==> src/rtl/imem_fetch_ctrl_pkg.sv <==
// Shared constants, state encoding and address-wrap helper for the instruction-memory sequencer.
package imem_pkg;
  localparam int DEPTH = 32;
  localparam int AW = 16;
  localparam logic [3:0] HALT_OP = 4'b1111;

  localparam int FIELD_W = 4;
  localparam int OP_LSB = 0;
  localparam int RS_LSB = 4;
  localparam int RT_LSB = 8;
  localparam int IMM_LSB = 12;

  typedef enum logic [1:0] {IDLE, LOAD, RUN, HALT} state_t;

  function automatic logic [AW-1:0] wrap_addr(input logic [AW-1:0] a);
    return a % AW'(DEPTH);
  endfunction
endpackage

==> src/rtl/imem_fetch_ctrl_pc_counter.sv <==
// Modulo-DEPTH address counter: clear beats load beats increment.
module imem_pc_counter
  import imem_pkg::*;
(
  input  logic          clk,
  input  logic          rst_n,
  input  logic          clear,
  input  logic          load,
  input  logic [AW-1:0] load_val,
  input  logic          inc,
  output logic [AW-1:0] count
);

  always_ff @(posedge clk) begin
    if (!rst_n || clear) begin
      count <= '0;
    end else if (load) begin
      count <= wrap_addr(load_val);
    end else if (inc) begin
      count <= (count == AW'(DEPTH - 1)) ? '0 : count + AW'(1);
    end
  end

endmodule

==> src/rtl/imem_fetch_ctrl.sv <==
// Loads a program into the single-port instruction memory, then fetches it into an IR with
// one-cycle read latency; the decoder stalls via ins_ready, branches flush the IR valid.
module imem_fetch_ctrl
  import imem_pkg::*;
(
  input  logic          CLK,
  input  logic          Reset,
  input  logic          load_start,
  input  logic          ld_valid,
  output logic          ld_ready,
  input  logic [15:0]   ld_data,
  input  logic          ld_last,
  input  logic          run_start,
  input  logic [15:0]   mem_rdata,
  output logic          InsMemRW,
  output logic [AW-1:0] IAddress,
  output logic [15:0]   IData,
  output logic          ins_valid,
  input  logic          ins_ready,
  output logic [3:0]    op,
  output logic [3:0]    rs,
  output logic [3:0]    rt,
  output logic [3:0]    imm,
  input  logic          br_valid,
  input  logic [AW-1:0] br_addr,
  output logic          halted
);

  state_t        state;
  logic [15:0]   ir;
  logic [AW-1:0] pc;
  logic [AW-1:0] wptr;

  logic in_load, in_run, in_halt;
  logic fetch_ok, ld_fire, ld_done;
  logic pc_clear, pc_load, pc_inc;
  logic wp_clear, wp_inc;

  assign in_load  = (state == LOAD);
  assign in_run   = (state == RUN);
  assign in_halt  = (state == HALT);
  assign fetch_ok = !ins_valid || ins_ready;

  // A fresh load_start inside LOAD restarts the pointer instead of writing.
  assign ld_fire  = in_load && ld_valid && !load_start;
  assign ld_done  = ld_fire && (ld_last || (wptr == AW'(DEPTH - 1)));

  assign pc_clear = run_start && !load_start && !in_load;
  assign pc_load  = in_run && !load_start && !run_start && br_valid;
  assign pc_inc   = in_run && !load_start && !run_start && !br_valid && fetch_ok;
  assign wp_clear = load_start || ld_done;
  assign wp_inc   = ld_fire && !ld_done;

  imem_pc_counter u_pc (
    .clk      (CLK),
    .rst_n    (Reset),
    .clear    (pc_clear),
    .load     (pc_load),
    .load_val (br_addr),
    .inc      (pc_inc),
    .count    (pc)
  );

  imem_pc_counter u_wptr (
    .clk      (CLK),
    .rst_n    (Reset),
    .clear    (wp_clear),
    .load     (1'b0),
    .load_val ('0),
    .inc      (wp_inc),
    .count    (wptr)
  );

  always_ff @(posedge CLK) begin
    if (!Reset) begin
      state     <= IDLE;
      ir        <= '0;
      ins_valid <= 1'b0;
    end else begin
      case (state)
        IDLE: begin
          if (load_start)     state <= LOAD;
          else if (run_start) state <= RUN;
        end
        LOAD: begin
          if (ld_done) state <= IDLE;
        end
        RUN: begin
          if (load_start) begin
            state     <= LOAD;
            ins_valid <= 1'b0;
          end else if (run_start || br_valid) begin
            ins_valid <= 1'b0;
          end else if (fetch_ok) begin
            ir        <= mem_rdata;
            ins_valid <= 1'b1;
            if (mem_rdata[OP_LSB +: FIELD_W] == HALT_OP) state <= HALT;
          end
        end
        HALT: begin
          if (load_start) begin
            state     <= LOAD;
            ins_valid <= 1'b0;
          end else if (run_start) begin
            state     <= RUN;
            ins_valid <= 1'b0;
          end else if (ins_valid && ins_ready) begin
            ins_valid <= 1'b0;
          end
        end
        default: state <= IDLE;
      endcase
    end
  end

  // Address is driven only while a mode owns the memory port; IDLE parks it at 0.
  assign ld_ready = in_load;
  assign InsMemRW = in_load;
  assign IAddress = in_load ? wptr : ((in_run || in_halt) ? pc : '0);
  assign IData    = in_load ? ld_data : '0;
  assign halted   = in_halt;

  assign op  = ir[OP_LSB  +: FIELD_W];
  assign rs  = ir[RS_LSB  +: FIELD_W];
  assign rt  = ir[RT_LSB  +: FIELD_W];
  assign imm = ir[IMM_LSB +: FIELD_W];

endmodule
==> config.mk <==
export PLATFORM = sky130hd
export DESIGN_NAME = imem_fetch_ctrl
export DESIGN_NICKNAME = d
export VERILOG_FILES = /design/src/rtl/imem_fetch_ctrl_pkg.sv /design/src/rtl/imem_fetch_ctrl_pc_counter.sv /design/src/rtl/imem_fetch_ctrl.sv
export SDC_FILE = /design/constraint.sdc
export NUM_CORES = 1
export LEC_CHECK = 0
export CAP_MARGIN = 20
export CELL_PAD_IN_SITES_DETAIL_PLACEMENT = 0
export CELL_PAD_IN_SITES_GLOBAL_PLACEMENT = 1
export CORE_MARGIN = 4
export CORE_UTILIZATION = 34
export CTS_BUF_LIST = sky130_fd_sc_hd__clkbuf_8 sky130_fd_sc_hd__clkbuf_16
export DETAILED_ROUTE_END_ITERATION = 7
export GPL_ROUTABILITY_DRIVEN = 0
export MAX_ROUTING_LAYER = met4
export PLACE_DENSITY = 0.83
export SYNTH_ARGS = -nofsm -noshare
export SYNTH_HDL_FRONTEND = slang
export SYNTH_SLANG_ARGS = --single-unit
==> constraint.sdc <==
create_clock -name CLK -period 3.2 [get_ports CLK]
set_input_delay 0.8 -clock CLK [delete_from_list [all_inputs] [get_ports CLK]]
set_output_delay 0.8 -clock CLK [all_outputs]
set_load 0.03 [all_outputs]
==> results.ini <==
[route]
avgViaCountPerCell = 5.39
wirelength_um = 8480
wire_per_inst_um = 15.4
drtPass1Iterations = 4
drtAntennaViolNets = 0
drc = 0
drtIter0Drc = 93
num_vias = 2973

[power_and_ir_drop]
comb_power_share_pct = 36.2
p_per_area_mw_per_mm2 = 433
power_frac_seq_pct = 39.5
power.share.clock_pct = 24.3
vdd_drop_max_v = 0.000166
leakage_nw = 1.36
swShare_pct = 35.3
p_sw_w = 0.000604
p_int_w = 0.00110
finalPower_w = 0.00171

[clock_network]
clk_pin_slew_ns = 0.09
clk_path_buf_depth = 2
clock_tree.root_cell = clkbuf_8
cts_resized = 0
insertion_delay_ns = 0.31
cts-hold-fix-buffers = 0
cts_max_level = 2
cts_tree = done
cts_made_buffers = 5
cts.sinks = 51
cts_setup_buffers = 0

[final_layout]
instances_no_fill = 552
area_growth_pct = 38.2
antenna_cells = 0
drive_gt1_share_pct = 9.17
final_nets = 508

[sta]
grt_setup_unrepaired = false
fin_crit_ns = 2.98
clock.fmax_mhz = 335
finalMaxSlewViolations = 0
whs_ns = 0.457
setup_tns_ns = 0
final.setup_skew_ns = 0.00759
setup_viol_count_final = 0
max-slew-margin-rel_pct = 41.6
hold_violations = 0
fin_crit_sh_pct = 93.2
worstMarginPinSlew_ns = 0.872

[place]
hpwl_um = 6410
place_inst = 544
io_buffers = 96

[setup_path]
setup.worst_path.class = reg -> out
crit_path_top_delay_cell = clkdlybuf4s50_1
worst_setup_path_end_kind = output pin
arrival_ns = 2.18
path_max_fanout = 14
cp_data_required_time_ns = 2.40
start_kind = flip-flop
r2r_slack_ns = 0.83
slowest_delay_ns = 0.67
path_cells = ha_1 -> buf_4 -> and2_1 -> clkdlybuf4s50_1
crit_family = buffers and inverters
critPathBufInv = 2

[synth]
ys_ff_latch = 51
synth_edf_count = 0
netlist_top_cells_count = 51 x dfxtp_1, 51 x nand2_1, 29 x a21oi_1, 29 x nor2_1, 21 x nand3_1
ys_types = 53
synth_area_sq_mm = 0.00285
synthArstFlopShare_pct = 0
yosys_most_used_dff = dfxtp_1
synth.top_cell.area_share_pct = 35.8
syn_avg_cell_area_sq_um = 7.90
synth_area_leaders = dfxtp_1 36%, nand2_1 6.7%, a21oi_1 5.1%
yosysTopAreaCell = dfxtp_1
yosysSeqAreaShare_pct = 35.8
syn_inst = 361
synth_warnings = 0
synth_nets = 423

[floorplanning]
fp-row-count = 33
die_h_um = 99.6
design.die.area_sq_mm = 0.00992
pin_count = 108
die_width_um = 99.6
start_util_pct = 34.9
coreArea_sq_mm = 0.00818

[worst_hold_path]
hold_path.class = reg -> reg

[grt]
antenna_found_initial = 0
first_global_vias = 2901
grt-ovfl-total = 0
grt_usage_pct = 17.7
grt_max_degree = 20
grt_pass1_wl_um = 14100

[status]
status = completed

[job]
maxCapViolCount = 0

-- flip-flops by register name (all words and copies together) (netlist names) --
register      count
ins_valid         1
ir               16
state             2
u_pc.count       16
u_wptr.count     16
-- worst min-delay path: stages, from the launching register on --
cell and delay [ns]:
dfxtp_1 0.32, nand2_1 0.05, a21oi_1 0.05
-- cell type report --
cell class / count / area (sq um)
timing repair buffer: 103 / 973
sequential: 51 / 1020
fill: 810 / 4230
inverter: 6 / 22.5
multi-input combinational: 279 / 1700
clock buffer: 7 / 96.3
clock inverter: 1 / 3.75
tap: 105 / 131
-- cell families (layout without fill, tap and decap cells) --
| family | count (synthesis) | in the layout | share of synthesized area (%) |
|---|---|---|---|
| xor gates and xnor gates | 13 | 13 | 3.99 |
| AOI/OAI and AO/OA | 85 | 85 | 20.3 |
| buffers and inverters | 31 | 117 | 4.87 |
| DFF | 51 | 51 | 35.8 |
| and+or+nand+nor | 175 | 175 | 32.5 |
| adders and majority gates | 6 | 6 | 2.63 |
-- layer usage --
layer | up-vias | track usage [%] | wire length, um | share of wire (%)
met5 | - | - | 0 | 0
met3 | 15 | 3.72 | 572 | 6.7
met4 | 0 | 4.41 | 108 | 1.3
met1 | 1381 | 22.6 | 3930 | 46
met2 | 112 | 28.7 | 3880 | 46
li1 | 1465 | - | - | -
-- placed cells by master (no fill, tap or decap), drive strengths merged, types with 7 or more instances in the layout --
| master | instances |
|---|---|
| or3 | 8 |
| nand3 | 21 |
| nor2 | 30 |
| a22o | 16 |
| a21oi | 29 |
| buf | 23 |
| clkbuf | 7 |
| nor4 | 7 |
| o21ai | 14 |
| and2 | 16 |
| nor3 | 11 |
| clkdlybuf4s50 | 80 |
| nand2 | 51 |
| nand4 | 8 |
| dfxtp | 51 |
| xor2 | 10 |
-- metrics by stage --
stage	area, sq um	util (%)	worst slack [ns]
floorplan	2850	-	0.524
global route	3940	48.2	0.0878
global placement	3840	47.0	0.297
finish	3940	48.2	0.216
detailed placement	3840	47.0	0.265
CTS	3940	48.2	0.0290
-- power groups by stage --
stage	combinational [W]	sequential, W	clock [W]
2_1_floorplan	0.000370	0.000697	0
3_3_place_gp	0.000610	0.000687	0
3_5_place_dp	0.000619	0.000690	0
4_1_cts	0.000621	0.000675	0.000425
5_1_grt	0.000672	0.000678	0.000451
6_report	0.000619	0.000675	0.000415
-- worst paths after layout --
| kind | from | to | cells past startpoint |
|---|---|---|---|
| max reg2reg | state[0] | u_wptr.count[10] | 7 |
| min | ir[12] | ir[12] | 2 |
| max | state[0] | IData[9] | 4 |
| min reg2reg | ir[12] | ir[12] | 2 |
No activity file was read; power rests on OpenSTA's default activity.
==> RTL edit 1 (same settings) <==
`RS_LSB`: 4 -> 3.
--- a/src/rtl/imem_fetch_ctrl_pkg.sv
+++ b/src/rtl/imem_fetch_ctrl_pkg.sv
@@ -6,7 +6,7 @@
 
   localparam int FIELD_W = 4;
   localparam int OP_LSB = 0;
-  localparam int RS_LSB = 4;
+  localparam int RS_LSB = 3;
   localparam int RT_LSB = 8;
   localparam int IMM_LSB = 12;
 
Function: changed (Yosys sat finds a counterexample within 4 cycles, from zero or initial values and one cycle with Reset low).
==> RTL edit 1 against the unedited design <==
  * Register-to-register slack gained 260 ps
  * Power shrank 1.3%
  * Cell area grew 4.9%
  * Combinational power shrank 10%
  * Largest power group unchanged
  * Synthesized area grew 6.1%
  * Non-clock buffer count grew 4
  * Count of clock-buffer cells in the layout shrank 2
  * Utilization shrank 0.58 points
  * Fmax grew 5.2%
  * Sequential cell count shrank 1
  * Routed wire length grew 7.8%
  * Worst setup slack gained 150 ps
==> RTL edit 1: results (changes against the unedited design) <==
run_status:
  status: "finished, final reports clean"
yosys:
  synth_compound_area_frac: 0.234  # +0.0309
  synth_common_cells: "50 x dfxtp_1, 46 x nand2_1, 25 x a21oi_1"
  synth-xor-area-share: 0.00289  # -0.0370
  synthDistinctLibCells: 54  # +1.9%
  synth.top_cells.by_area: "dfxtp_1 33%, nand2_1 5.7%, a22o_1 4.9%"
  async_flop_share: 0  # unchanged
  yosysWarnings: 0  # unchanged
  syn_nets: 440  # +4.0%
  synth-seq-area-share: 0.331  # -0.0272
  avgSynthCellArea_um2: 8.01  # +1.3%
  synthAdderAreaFrac: 0.0248  # -0.00151
  synth_ff_type: "dfxtp_1"
  muxShareOfSynthArea: 0.00661  # +0.00661
cells_and_area:
  nNetsFinal: 524  # +3.1%
  antenna_cells: 0  # unchanged
  top_regs: "u_pc.count: 16 flops, u_wptr.count: 16 flops, ir: 15 flops"
  fin_cells: 571  # +3.4%
  drive_gt1_frac: 0.102  # +0.00979
  num-fill-cells: 884  # +9.1%
place:
  place_hpwl_um: 6960  # +8.6%
  placed_area_um2: 4020  # +4.6%
  dp.cells: 563  # +3.5%
  io_buffer_count: 95  # -1.0%
  preCtsSetupSlack_ps: 360  # +95.0 ps
global_routing:
  grt_max_degree: 23  # +15%
  grt_first_pass_wirelength_um: 14900  # +6.1%
  grt_pass1_vias: 3015  # +3.9%
  use_met1: 0.241  # +0.0154
  antenna_found_initial: 0  # unchanged
  grt_util_all_layers: 0.179  # +0.00184
  met2_usage: 0.284  # -0.00333
  met3_usage: 0.0369  # -0.000307
routing:
  wl_um: 9150  # +7.8%
  dr_wl_met2_um: 4140  # +6.7%
  drt_iter0_drc: 194  # +110%
  wl_met1_um: 4380  # +12%
  dr.pass1.iters: 4  # unchanged
  vias: 3185  # +7.1%
  wl_met3_um: 568  # -0.70%
  dr.max_layer_used: "met4"
clock_tree:
  htree_num_levels: 2  # unchanged
  cts_buffers: 5  # unchanged
  clkSlewWorstSetupHoldPaths_ps: 100
  clkLatencyLatePin_ps: 310  # about the same
  postCtsSetupBuffers: 0  # unchanged
power:
  p_switching_uw: 564  # -6.5%
  max-vdd-ir-drop_mv: 0.246  # +48%
  power.leakage_uw: 0.00136  # +0.50%
timing:
  relSlewSlack: 0.543  # +0.127
  finClkSkew_ps: 15.2  # +7.59 ps
  fin_crit_ps: 2840  # -147 ps
setup_path:
  arrival_ps: 2040  # -140 ps
  path_max_fanout: 1  # -13
  slowest_delay_ps: 670  # about the same
  crit_path_top_delay_cell: "clkdlybuf4s50_1"
  r2r_slack_ps: 1090  # +260 ps
hold_path:
  hold_class: "reg2reg"
[RTL edit 1: final cells by class]
| class | instances | area share |
|---|---|---|
| multi-input cells | 291 | 0.449 |
| flip-flops and latches | 50 | 0.242 |
| repair buffers | 107 | 0.242 |
| well taps | 108 | 0.0327 |
| clock buffers | 5 | 0.0166 |
| clock inverters | 3 | 0.0115 |
| inverters | 7 | 0.00635 |
[RTL edit 1: cells by family after synthesis]
kind of cell / Yosys count
AO/OA/AOI/OAI: 102
XOR/XNOR: 1
adder cells (fa/ha/maj): 6
buffers and inverters: 37
flip-flops: 50
multiplexers: 2
AND/OR/NAND/NOR: 180
[RTL edit 1: metrics by stage]
stage / util / hold slack, ps / power, uW
after floorplan: - / 464 / 1010
after global placement: 0.463 / 441 / 1220
after detailed placement: 0.463 / 448 / 1230
after CTS: 0.476 / 461 / 1700
after global routing: 0.477 / 476 / 1770
final: 0.477 / 457 / 1690
[RTL edit 1: worst max-delay path, delay by kind of cell]
kind,cells,cell delay (ps)
buffers and inverters,2,1120
AND/OR/NAND/NOR,1,110
[RTL edit 1: power groups by stage]
stage	combinational, uW	sequential (uW)	clock [uW]
after CTS	559	658	488
after detailed placement	557	672	0
after global routing	604	661	510
after global placement	548	672	0
final	555	658	473
after floorplan	327	681	0
[RTL edit 1: path summary, 6_finish.rpt]
check,to,start,cells past startpoint
setup / recovery,IData[6],ld_data[6],3
hold / removal,ir[6]$_SDFFE_PN0P_,ir[6]$_SDFFE_PN0P_,2
setup reg to reg,u_pc.count[14]$_SDFFE_PP0P_,state[0]$_SDFFE_PN0P_,6
hold reg to reg,ir[6]$_SDFFE_PN0P_,ir[6]$_SDFFE_PN0P_,2
[RTL edit 1: timing repair]
item | CTS | global route
resized for setup | 0 | 1
setup endpoints to repair | 0 | 1
hold buffers | 0 | 0
==> RTL edit 2 (same flow settings) <==
Without the edit above. Reset style: asynchronous (`Reset`), changed in one clocked block.
--- a/src/rtl/imem_fetch_ctrl.sv
+++ b/src/rtl/imem_fetch_ctrl.sv
@@ -71,7 +71,7 @@
     .count    (wptr)
   );
 
-  always_ff @(posedge CLK) begin
+  always_ff @(posedge CLK or negedge Reset) begin
     if (!Reset) begin
       state     <= IDLE;
       ir        <= '0;
Behaviour: differs if Reset is asserted again (counterexample within 4 cycles, from zero or initial values and one cycle with Reset low); with Reset held inactive, the same outputs for 10 cycles.
==> RTL edit 2 against the unedited design <==
  * Synthesized cell count decreased by 5.8%
  * Sequential power up 23%
  * Count of clock-buffer cells in the layout is 2 lower
  * Via count down 9.2%
  * Routed wire length is 6.9% lower
  * Power up 51%
  * Cell area grew 4.1%
  * Fmax fell by 2.6%
  * Sequential cell count unchanged
  * Synthesized area is 0.22% higher
  * Highest routed layer unchanged
  * Register-to-register slack gained 140 ps
  * Largest cell class unchanged
  * Clock power increased by 28%
  * Worst setup slack got worse by 79 ps
==> RTL edit 2: results (changes against the unedited design) <==
global_routing:
  grt_max_degree: 24  # +20%
  grt_util_all_layers: 0.167  # -0.0106
  grt_first_pass_wirelength_um: 13200  # -6.0%
routing:
  viasPerCell: 5.00  # -7.2%
  drt_iter0_drc: 115  # +24%
  dr.pass1.iters: 5  # +1
  wl_um: 7900  # -6.9%
setup_path:
  endpoint: "IAddress[5]"
  r2r-start: "state[0]$_DFFE_PN0P_"
  path_max_fanout: 23  # +9
  cp-startpoint: "state[1]$_DFFE_PN0P_"
  r2r_slack_ps: 970  # +140 ps
  timing.rr.end: "u_pc.count[11]$_SDFFE_PP0P_"
  arrival_ps: 2260  # +80 ps
place:
  io_buffer_count: 96  # unchanged
  place_hpwl_um: 6070  # -5.3%
  placed_area_um2: 3940  # +2.5%
  dp.cells: 532  # -2.2%
  preCtsSetupSlack_ps: 329  # +64.3 ps
timing:
  fmax_ghz: 0.327  # -2.6%
  relSlewSlack: 0.520  # +0.103
power:
  max-vdd-ir-drop_mv: 0.479  # +190%
  power.leakage_uw: 0.00184  # +35%
run_status:
  status: "finished, final reports clean"
cells_and_area:
  drive_gt1_frac: 0.0598  # -0.0320
  fin_cells: 540  # -2.2%
  nNetsFinal: 496  # -2.4%
yosys:
  synth_common_cells: "57 x nand2_1, 39 x nor2_1, 32 x dfxtp_1"
  synth-seq-area-share: 0.390  # +0.0325
  syn_nets: 402  # -5.0%
  async_flop_share: 0.373  # +0.373
  synthDistinctLibCells: 46  # -13%
==> RTL edit 2: changes by cell type in the layout (fill, tap and decap cells not counted), sizes merged, moves of 7 or more <==
| cell | before | now |
|---|---|---|
| nor2 | 30 | 40 |
| xor2 | 10 | 17 |
| dfrtp | 0 | 19 |
| buf | 23 | 9 |
| nand4 | 8 | 16 |
| nand3 | 21 | 13 |
| a21oi | 29 | 4 |
| or3 | 8 | 1 |
| dfxtp | 51 | 32 |
| dlymetal6s2s | 0 | 12 |
==> RTL edit 2: kinds of logic (layout without fill, tap and decap cells) <==
family,count (synthesis),in the layout,share of synthesized area
XOR/XNOR,22,22,0.0674
AND/OR/NAND/NOR,184,184,0.332
multiplexers,7,7,0.0263
adder cells (fa/ha/maj),6,6,0.0263
buffers and inverters,28,123,0.0416
flip-flops,51,51,0.390
AO/OA/AOI/OAI,42,42,0.116
==> RTL edit 2: final cells by class <==
type	instances	area, um2
Fill cell	791	4110
Multi-Input combinational cell	261	1620
Sequential cell	51	1120
Timing Repair Buffer	105	1060
Tap cell	105	131
Clock buffer	5	68.8
Clock inverter	3	63.8
Inverter	10	37.5
==> RTL edit 2: how the worst min path moves through the flow <==
| stage | startpoint | endpoint | slack [ps] | cells past startpoint |
|---|---|---|---|---|
| final | ir[3]$_DFFE_PN0P_ | ir[3]$_DFFE_PN0P_ | 480 | 2 |
| after global routing | ir[8]$_DFFE_PN0P_ | ir[8]$_DFFE_PN0P_ | 510 | 2 |
| after CTS | ir[3]$_DFFE_PN0P_ | ir[3]$_DFFE_PN0P_ | 490 | 2 |
| after detailed placement | ir[3]$_DFFE_PN0P_ | ir[3]$_DFFE_PN0P_ | 460 | 2 |
| after global placement | ir[11]$_DFFE_PN0P_ | ir[11]$_DFFE_PN0P_ | 460 | 2 |
| after floorplan | u_pc.count[4]$_SDFFE_PP0P_ | u_pc.count[4]$_SDFFE_PP0P_ | 490 | 2 |
==> RTL edit 2: critical path: cells and delay by family (launching register included) <==
kind	cells	cell delay (ps)
buffers and inverters	3	1030
flip-flops	1	400
adder cells (fa/ha/maj)	1	350
AO/OA/AOI/OAI	1	170
==> RTL edit 2: layer usage <==
metal,wire length (um),vias up,track usage
met3,409,8,0.0323
met1,3770,1254,0.223
met4,105,0,0.0378
met5,0,-,-
met2,3620,69,0.261
li1,-,1367,-
==> RTL edit 2: what timing repair did <==
action                     in CTS  in global routing
buffers inserted                0                  0
setup endpoints to repair       0                 21
hold buffers                    0                  0
resized for setup               0                 13
==> RTL edit 2: where the power goes <==
group          internal (uW)  switching, uW  leakage [uW]  total, uW
Sequential               757           75.3      0.000502        832
Combinational            510            700       0.00126       1210
Clock                    310            222     0.0000695        532
Total                   1580            998       0.00184       2570
